<file path="config.mk">
export PLATFORM = sky130hd
export DESIGN_NAME = mem_arbiter_id_flat
export DESIGN_NICKNAME = d
export VERILOG_FILES = /design/src/rtl/mem_arbiter_id_if.sv /design/src/rtl/mem_arbiter_id.sv /design/src/flat_wrapper.sv
export SDC_FILE = /design/constraint.sdc
export NUM_CORES = 1
export LEC_CHECK = 0
export ABC_AREA = 1
export ABC_CLOCK_PERIOD_IN_PS = 2900
export CORE_AREA = 10 10 326 328
export DETAILED_ROUTE_END_ITERATION = 10
export DIE_AREA = 0 0 336 338
export SLEW_MARGIN = 20
export SYNTH_ARGS = -nofsm -noshare
export SYNTH_HDL_FRONTEND = slang
export SYNTH_SLANG_ARGS = --single-unit
</file>
<file path="constraint.sdc">
create_clock -name clk -period 2.9 [get_ports clk]
set_clock_uncertainty 0.05 [all_clocks]
set_input_delay 0.58 -clock clk [delete_from_list [all_inputs] [get_ports clk]]
set_output_delay 0.58 -clock clk [all_outputs]
set_load 0.05 [all_outputs]
</file>
<file path="src/rtl/mem_arbiter_id_if.sv">
// Line-transaction port between a cache (or the arbiter) and a memory.
// master issues read/write/addr/wdata; slave answers with rdata/ready.
interface mem_arbiter_id_if #(
  parameter int ADDR_W = 28,
  parameter int DATA_W = 128
);
  logic              read;
  logic              write;
  logic [ADDR_W-1:0] addr;
  logic [DATA_W-1:0] wdata;
  logic [DATA_W-1:0] rdata;
  logic              ready;

  modport master (output read, write, addr, wdata, input rdata, ready);
  modport slave  (input read, write, addr, wdata, output rdata, ready);
endinterface

</file>
<file path="src/rtl/mem_arbiter_id.sv">
// Shares one line-wide memory port between the Icache and Dcache,
// one transaction at a time, by fixed Dcache priority or round-robin.
module mem_arbiter_id #(
  parameter int ADDR_W     = 28,
  parameter int DATA_W     = 128,
  parameter int D_PRIORITY = 1
) (
  input  logic              clk,
  input  logic              rst_n,
  mem_arbiter_id_if.slave   i_bus,
  mem_arbiter_id_if.slave   d_bus,
  mem_arbiter_id_if.master  mem_bus,
  output logic              grant_d,
  output logic              busy
);

  typedef enum logic [1:0] {IDLE, BUSY_I, BUSY_D, RELEASE} state_t;

  state_t            state, next_state;
  logic              last_grant_d;
  logic              req_i, req_d, pick_d;
  logic              rd_q, wr_q, grant_q;
  logic [ADDR_W-1:0] addr_q;
  logic [DATA_W-1:0] wdata_q;

  always_ff @(posedge clk) begin
    if (!rst_n) state <= IDLE;
    else        state <= next_state;
  end

  // Round-robin hands a tie to whichever cache was not served last.
  always_comb begin
    req_i = i_bus.read | i_bus.write;
    req_d = d_bus.read | d_bus.write;
    if (D_PRIORITY != 0) pick_d = req_d;
    else                 pick_d = req_d & (~req_i | ~last_grant_d);
  end

  always_comb begin
    next_state = state;
    case (state)
      IDLE: begin
        if (pick_d)     next_state = BUSY_D;
        else if (req_i) next_state = BUSY_I;
      end
      BUSY_I, BUSY_D: if (mem_bus.ready) next_state = RELEASE;
      RELEASE:        next_state = IDLE;
      default:        next_state = IDLE;
    endcase
  end

  // Winner's request is latched on the grant edge and held until memory answers.
  always_ff @(posedge clk) begin
    if (!rst_n) begin
      rd_q         <= 1'b0;
      wr_q         <= 1'b0;
      addr_q       <= '0;
      wdata_q      <= '0;
      grant_q      <= 1'b0;
      last_grant_d <= 1'b0;
    end else begin
      case (state)
        IDLE: begin
          if (next_state == BUSY_D) begin
            rd_q         <= d_bus.read;
            wr_q         <= d_bus.write;
            addr_q       <= d_bus.addr;
            wdata_q      <= d_bus.wdata;
            grant_q      <= 1'b1;
            last_grant_d <= 1'b1;
          end else if (next_state == BUSY_I) begin
            rd_q         <= i_bus.read;
            wr_q         <= i_bus.write;
            addr_q       <= i_bus.addr;
            wdata_q      <= i_bus.wdata;
            grant_q      <= 1'b0;
            last_grant_d <= 1'b0;
          end
        end
        BUSY_I, BUSY_D: begin
          if (mem_bus.ready) begin
            rd_q    <= 1'b0;
            wr_q    <= 1'b0;
            grant_q <= 1'b0;
          end
        end
        default: ;
      endcase
    end
  end

  always_comb begin
    busy        = (state != IDLE);
    grant_d     = grant_q;
    i_bus.ready = mem_bus.ready & (state == BUSY_I);
    d_bus.ready = mem_bus.ready & (state == BUSY_D);
  end

  assign i_bus.rdata   = mem_bus.rdata;
  assign d_bus.rdata   = mem_bus.rdata;
  assign mem_bus.read  = rd_q;
  assign mem_bus.write = wr_q;
  assign mem_bus.addr  = addr_q;
  assign mem_bus.wdata = wdata_q;

endmodule

</file>
<file path="src/flat_wrapper.sv">
// flat-port wrapper written by rule: the top's interface ports become plain ports
module mem_arbiter_id_flat 
#(
  parameter int ADDR_W     = 28,
  parameter int DATA_W     = 128,
  parameter int D_PRIORITY = 1
)
  (clk, rst_n, grant_d, busy, i_bus_read, i_bus_write, i_bus_addr, i_bus_wdata, i_bus_rdata, i_bus_ready, d_bus_read, d_bus_write, d_bus_addr, d_bus_wdata, d_bus_rdata, d_bus_ready, mem_bus_read, mem_bus_write, mem_bus_addr, mem_bus_wdata, mem_bus_rdata, mem_bus_ready);
  mem_arbiter_id_if #(.ADDR_W(ADDR_W), .DATA_W(DATA_W)) i_bus_i ();
  mem_arbiter_id_if #(.ADDR_W(ADDR_W), .DATA_W(DATA_W)) d_bus_i ();
  mem_arbiter_id_if #(.ADDR_W(ADDR_W), .DATA_W(DATA_W)) mem_bus_i ();
  input  logic clk;
  input  logic rst_n;
  output logic grant_d;
  output logic busy;
  input wire logic [$bits(i_bus_i.read)-1:0] i_bus_read;
  input wire logic [$bits(i_bus_i.write)-1:0] i_bus_write;
  input wire logic [$bits(i_bus_i.addr)-1:0] i_bus_addr;
  input wire logic [$bits(i_bus_i.wdata)-1:0] i_bus_wdata;
  output wire logic [$bits(i_bus_i.rdata)-1:0] i_bus_rdata;
  output wire logic [$bits(i_bus_i.ready)-1:0] i_bus_ready;
  input wire logic [$bits(d_bus_i.read)-1:0] d_bus_read;
  input wire logic [$bits(d_bus_i.write)-1:0] d_bus_write;
  input wire logic [$bits(d_bus_i.addr)-1:0] d_bus_addr;
  input wire logic [$bits(d_bus_i.wdata)-1:0] d_bus_wdata;
  output wire logic [$bits(d_bus_i.rdata)-1:0] d_bus_rdata;
  output wire logic [$bits(d_bus_i.ready)-1:0] d_bus_ready;
  output wire logic [$bits(mem_bus_i.read)-1:0] mem_bus_read;
  output wire logic [$bits(mem_bus_i.write)-1:0] mem_bus_write;
  output wire logic [$bits(mem_bus_i.addr)-1:0] mem_bus_addr;
  output wire logic [$bits(mem_bus_i.wdata)-1:0] mem_bus_wdata;
  input wire logic [$bits(mem_bus_i.rdata)-1:0] mem_bus_rdata;
  input wire logic [$bits(mem_bus_i.ready)-1:0] mem_bus_ready;
  assign i_bus_i.read = i_bus_read;
  assign i_bus_i.write = i_bus_write;
  assign i_bus_i.addr = i_bus_addr;
  assign i_bus_i.wdata = i_bus_wdata;
  assign i_bus_rdata = i_bus_i.rdata;
  assign i_bus_ready = i_bus_i.ready;
  assign d_bus_i.read = d_bus_read;
  assign d_bus_i.write = d_bus_write;
  assign d_bus_i.addr = d_bus_addr;
  assign d_bus_i.wdata = d_bus_wdata;
  assign d_bus_rdata = d_bus_i.rdata;
  assign d_bus_ready = d_bus_i.ready;
  assign mem_bus_read = mem_bus_i.read;
  assign mem_bus_write = mem_bus_i.write;
  assign mem_bus_addr = mem_bus_i.addr;
  assign mem_bus_wdata = mem_bus_i.wdata;
  assign mem_bus_i.rdata = mem_bus_rdata;
  assign mem_bus_i.ready = mem_bus_ready;
  mem_arbiter_id #(.ADDR_W(ADDR_W), .DATA_W(DATA_W), .D_PRIORITY(D_PRIORITY)) u_core (.clk(clk), .rst_n(rst_n), .i_bus(i_bus_i), .d_bus(d_bus_i), .mem_bus(mem_bus_i), .grant_d(grant_d), .busy(busy));
endmodule
</file>
==> run_results.csv <==
group,metric,value,unit
cts,htreeDepth,4,
cts,clk_path_buf_depth,2,
finish,regArea,3220,µm²
detailed_routing,drc,0,
synth,syn-cell-area,9390,µm²
critical_path,critPathKind,"reg2reg",
cts,cts-buffers-inserted,17,
timing,fin_ws,0.217,ns
pwr,fin_total_pwr,13600,µW
synth,syn_inst,1345,
cts,cts-root-buf,"clkbuf_16",
global_routing,grt_first_pass_wirelength,74.3,mm
finish,post-route-util,14.5,%
synth,synth_xor_area_share,0,%
detailed_routing,vias,9227,
synth,synth_mux_area_share,0,%
cts,insertion_delay,0.48,ns
timing,min_period_over_period,92.5,%
floorplan,die_width,336,µm
synth,synth_compound_area_share,17.0,%
detailed_routing,drt-pass1-iter-count,4,
critical_path,endpoint_kind,"flop",
finish,nNetsFinal,2006,
global_routing,antenna_found_initial,6,
timing,relSlewSlack,50.2,%
cts,cts.clk_slew.worst_paths,0.07,ns
synth,yosys.area_share.adder,0.933,%
detailed_routing,drt-total-wl,55.9,mm
floorplan,rows,116,
place,dp_slack,-0.192,ns
critical_path,path_max_fanout,18,
detailed_routing,vias_per_cell,3.22,
critical_path,worst_r2r_path_depth,15,
finish,multi_input_comb_area,3600,µm²
detailed_routing,wl_per_cell,19.5,µm
timing,period_needed,2.68,ns
floorplan,start_util,9.43,%
floorplan,die_area,114000,µm²
finish,drive_gt1_share,6.90,%
synth,synth.distinct_cells,19,
place,place_hpwl,46.1,mm
pwr,p_leak,0.00545,µW
critical_path,rrSetupSlack,0.22,ns
synth,synthSimpleGateAreaFrac,20.2,%
synth,synth_fp_nets,1799,
timing,fmax,373,MHz
floorplan,die_h,338,µm
synth,ys_ff_latch,161,
synth,ys_seq_area_share,34.3,%
timing,setup_viol,0,
synth,synth_top_family_by_area,"buffers and inverters",
timing,finalSetupTns,0,ns
global_routing,grt_pass1_vias,9252,
place,gp_congestion,0.753,
critical_path,arrival,3.01,ns
worst_hold_path,min_path_type,"reg2reg",
pwr,power_density,944,nW/µm²
cts,cts_tree,"done",
finish,nFillCells,11400,
run_status,outcome,"finished, final reports clean",
cts,cts.sinks,161,
floorplan,core_region_area,99600,µm²
finish,syn2layout_area_growth,53.9,%
critical_path,crit_path_start_kind,"flop",
synth,syn_avg_cell_area,6.98,µm²
job,cap_violations,0,
timing,drv_slew,0,
detailed_routing,drtAntennaViolNets,0,
detailed_routing,drt_iter0_markers,328,
cts,ctsHoldBuffers,0,
worst_hold_path,min_path_cells,2,
timing,hold_viol,0,
pwr,ir_drop,0.390,mV
timing,tightest_slew,0.745,ns
synth,synth_warnings,0,
global_routing,overflow,0,
critical_path,cp.required,3.23,ns
place,port-buffer-count,480,
floorplan,io_pins,865,
timing,fin_hold_ws,0.457,ns
global_routing,grt_max_degree,161,
global_routing,grtUsageTotal,9.39,%
==> synth_stat cells <==
cell        n  area share, %
ha_1        7           0.93
nor3_1      1          0.053
inv_2       1          0.040
clkbuf_1   10           0.40
buf_4     264             21
a21oi_2     2           0.19
nand3_1     3           0.16
buf_8       1           0.16
nor2_4      1           0.12
dfxtp_1   161             34
nand2_1   327             13
buf_2      43            2.3
inv_4       1          0.067
buf_6      22            2.6
nor2_1    169            6.8
a21oi_1   156            8.3
inv_1      14           0.56
o21ai_0   160            8.5
clkbuf_8    2           0.29
==> per-stage QoR <==
step	cells	cell area (µm²)
3_3_place_gp	2830	13800
3_5_place_dp	2830	13800
5_1_grt	2863	14400
2_1_floorplan	1345	9390
6_report	2864	14500
4_1_cts	2862	14400
==> sequential cells by signal, summed over array words and instances, names as in the netlist <==
name,flops
u_core.grant_d,1
u_core.mem_bus.addr,28
u_core.mem_bus.read,1
u_core.mem_bus.wdata,128
u_core.mem_bus.write,1
u_core.state,2
==> logic make-up after synthesis <==
logic type	Yosys count
adders and majority gates	7
and+or+nand+nor	501
buffers and inverters	358
AOI/OAI and AO/OA	318
DFF	161
==> cells in the final DEF (no fill, tap or decap), drive strengths merged <==
cell type,Yosys,routed
a21oi,158,158
buf,330,69
bufinv,0,3
clkbuf,12,18
clkdlybuf4s50,0,460
clkinv,0,5
clkinvlp,0,2
dfxtp,161,161
diode,0,1
dlygate4sd2,0,1
ha,7,7
inv,16,20
nand2,327,327
nand3,3,3
nor2,170,170
nor3,1,1
o21ai,160,160
==> where the power goes <==
part	switching, µW	internal [µW]
sequential	421	2890
clock	1180	1390
combinational	5180	2570
total	6780	6860
==> path summary, 6_finish.rpt <==
| kind | start | to |
|---|---|---|
| max | u_core.state[1]$_SDFF_PN0_ | u_core.mem_bus.wdata[64]$_SDFFE_PN0P_ |
| min | u_core.grant_d$_SDFFE_PN0P_ | u_core.grant_d$_SDFFE_PN0P_ |
| max reg2reg | u_core.state[1]$_SDFF_PN0_ | u_core.mem_bus.wdata[64]$_SDFFE_PN0P_ |
| min reg2reg | u_core.grant_d$_SDFFE_PN0P_ | u_core.grant_d$_SDFFE_PN0P_ |
==> worst max-delay path: stages, from the launching register on <==
cell and delay, ns:
dfxtp_1 0.42, inv_1 0.11, ha_1 0.32, inv_1 0.09, nor2_1 0.09, o21ai_0 0.08
nand2_1 0.10, inv_1 0.08, ha_4 0.25, nor2_4 0.10, buf_12 0.13, buf_12 0.15
nand2_1 0.06, a21oi_1 0.28, buf_4 0.20, nor2_1 0.04
==> repair_timing <==
item                       4_1_cts  5_1_grt
resized for setup                1        1
setup buffers                    0        1
pin swaps                        0        1
setup endpoints to repair        1       57
cloned                           0        0
==> final cells by class <==
type                    count  share of cell area, %
multi-input cells         826                   24.9
flip-flops and latches    161                   22.3
clock buffers              18                   3.04
diodes                      1                 0.0173
inverters                  16                  0.450
repair buffers            530                   36.8
well taps                1298                   11.2
clock inverters            14                   1.24
==> per-layer routing <==
| metal | track usage [%] | wire (µm) | vias to the layer above |
|---|---|---|---|
| met5 | 0.521 | 161 | - |
| met4 | 4.07 | 1920 | 14 |
| met3 | 5.09 | 6500 | 160 |
| met2 | 13.8 | 23700 | 544 |
| met1 | 11.1 | 23600 | 4042 |
| li1 | - | - | 4467 |
Power figures use the tool's default switching activity.
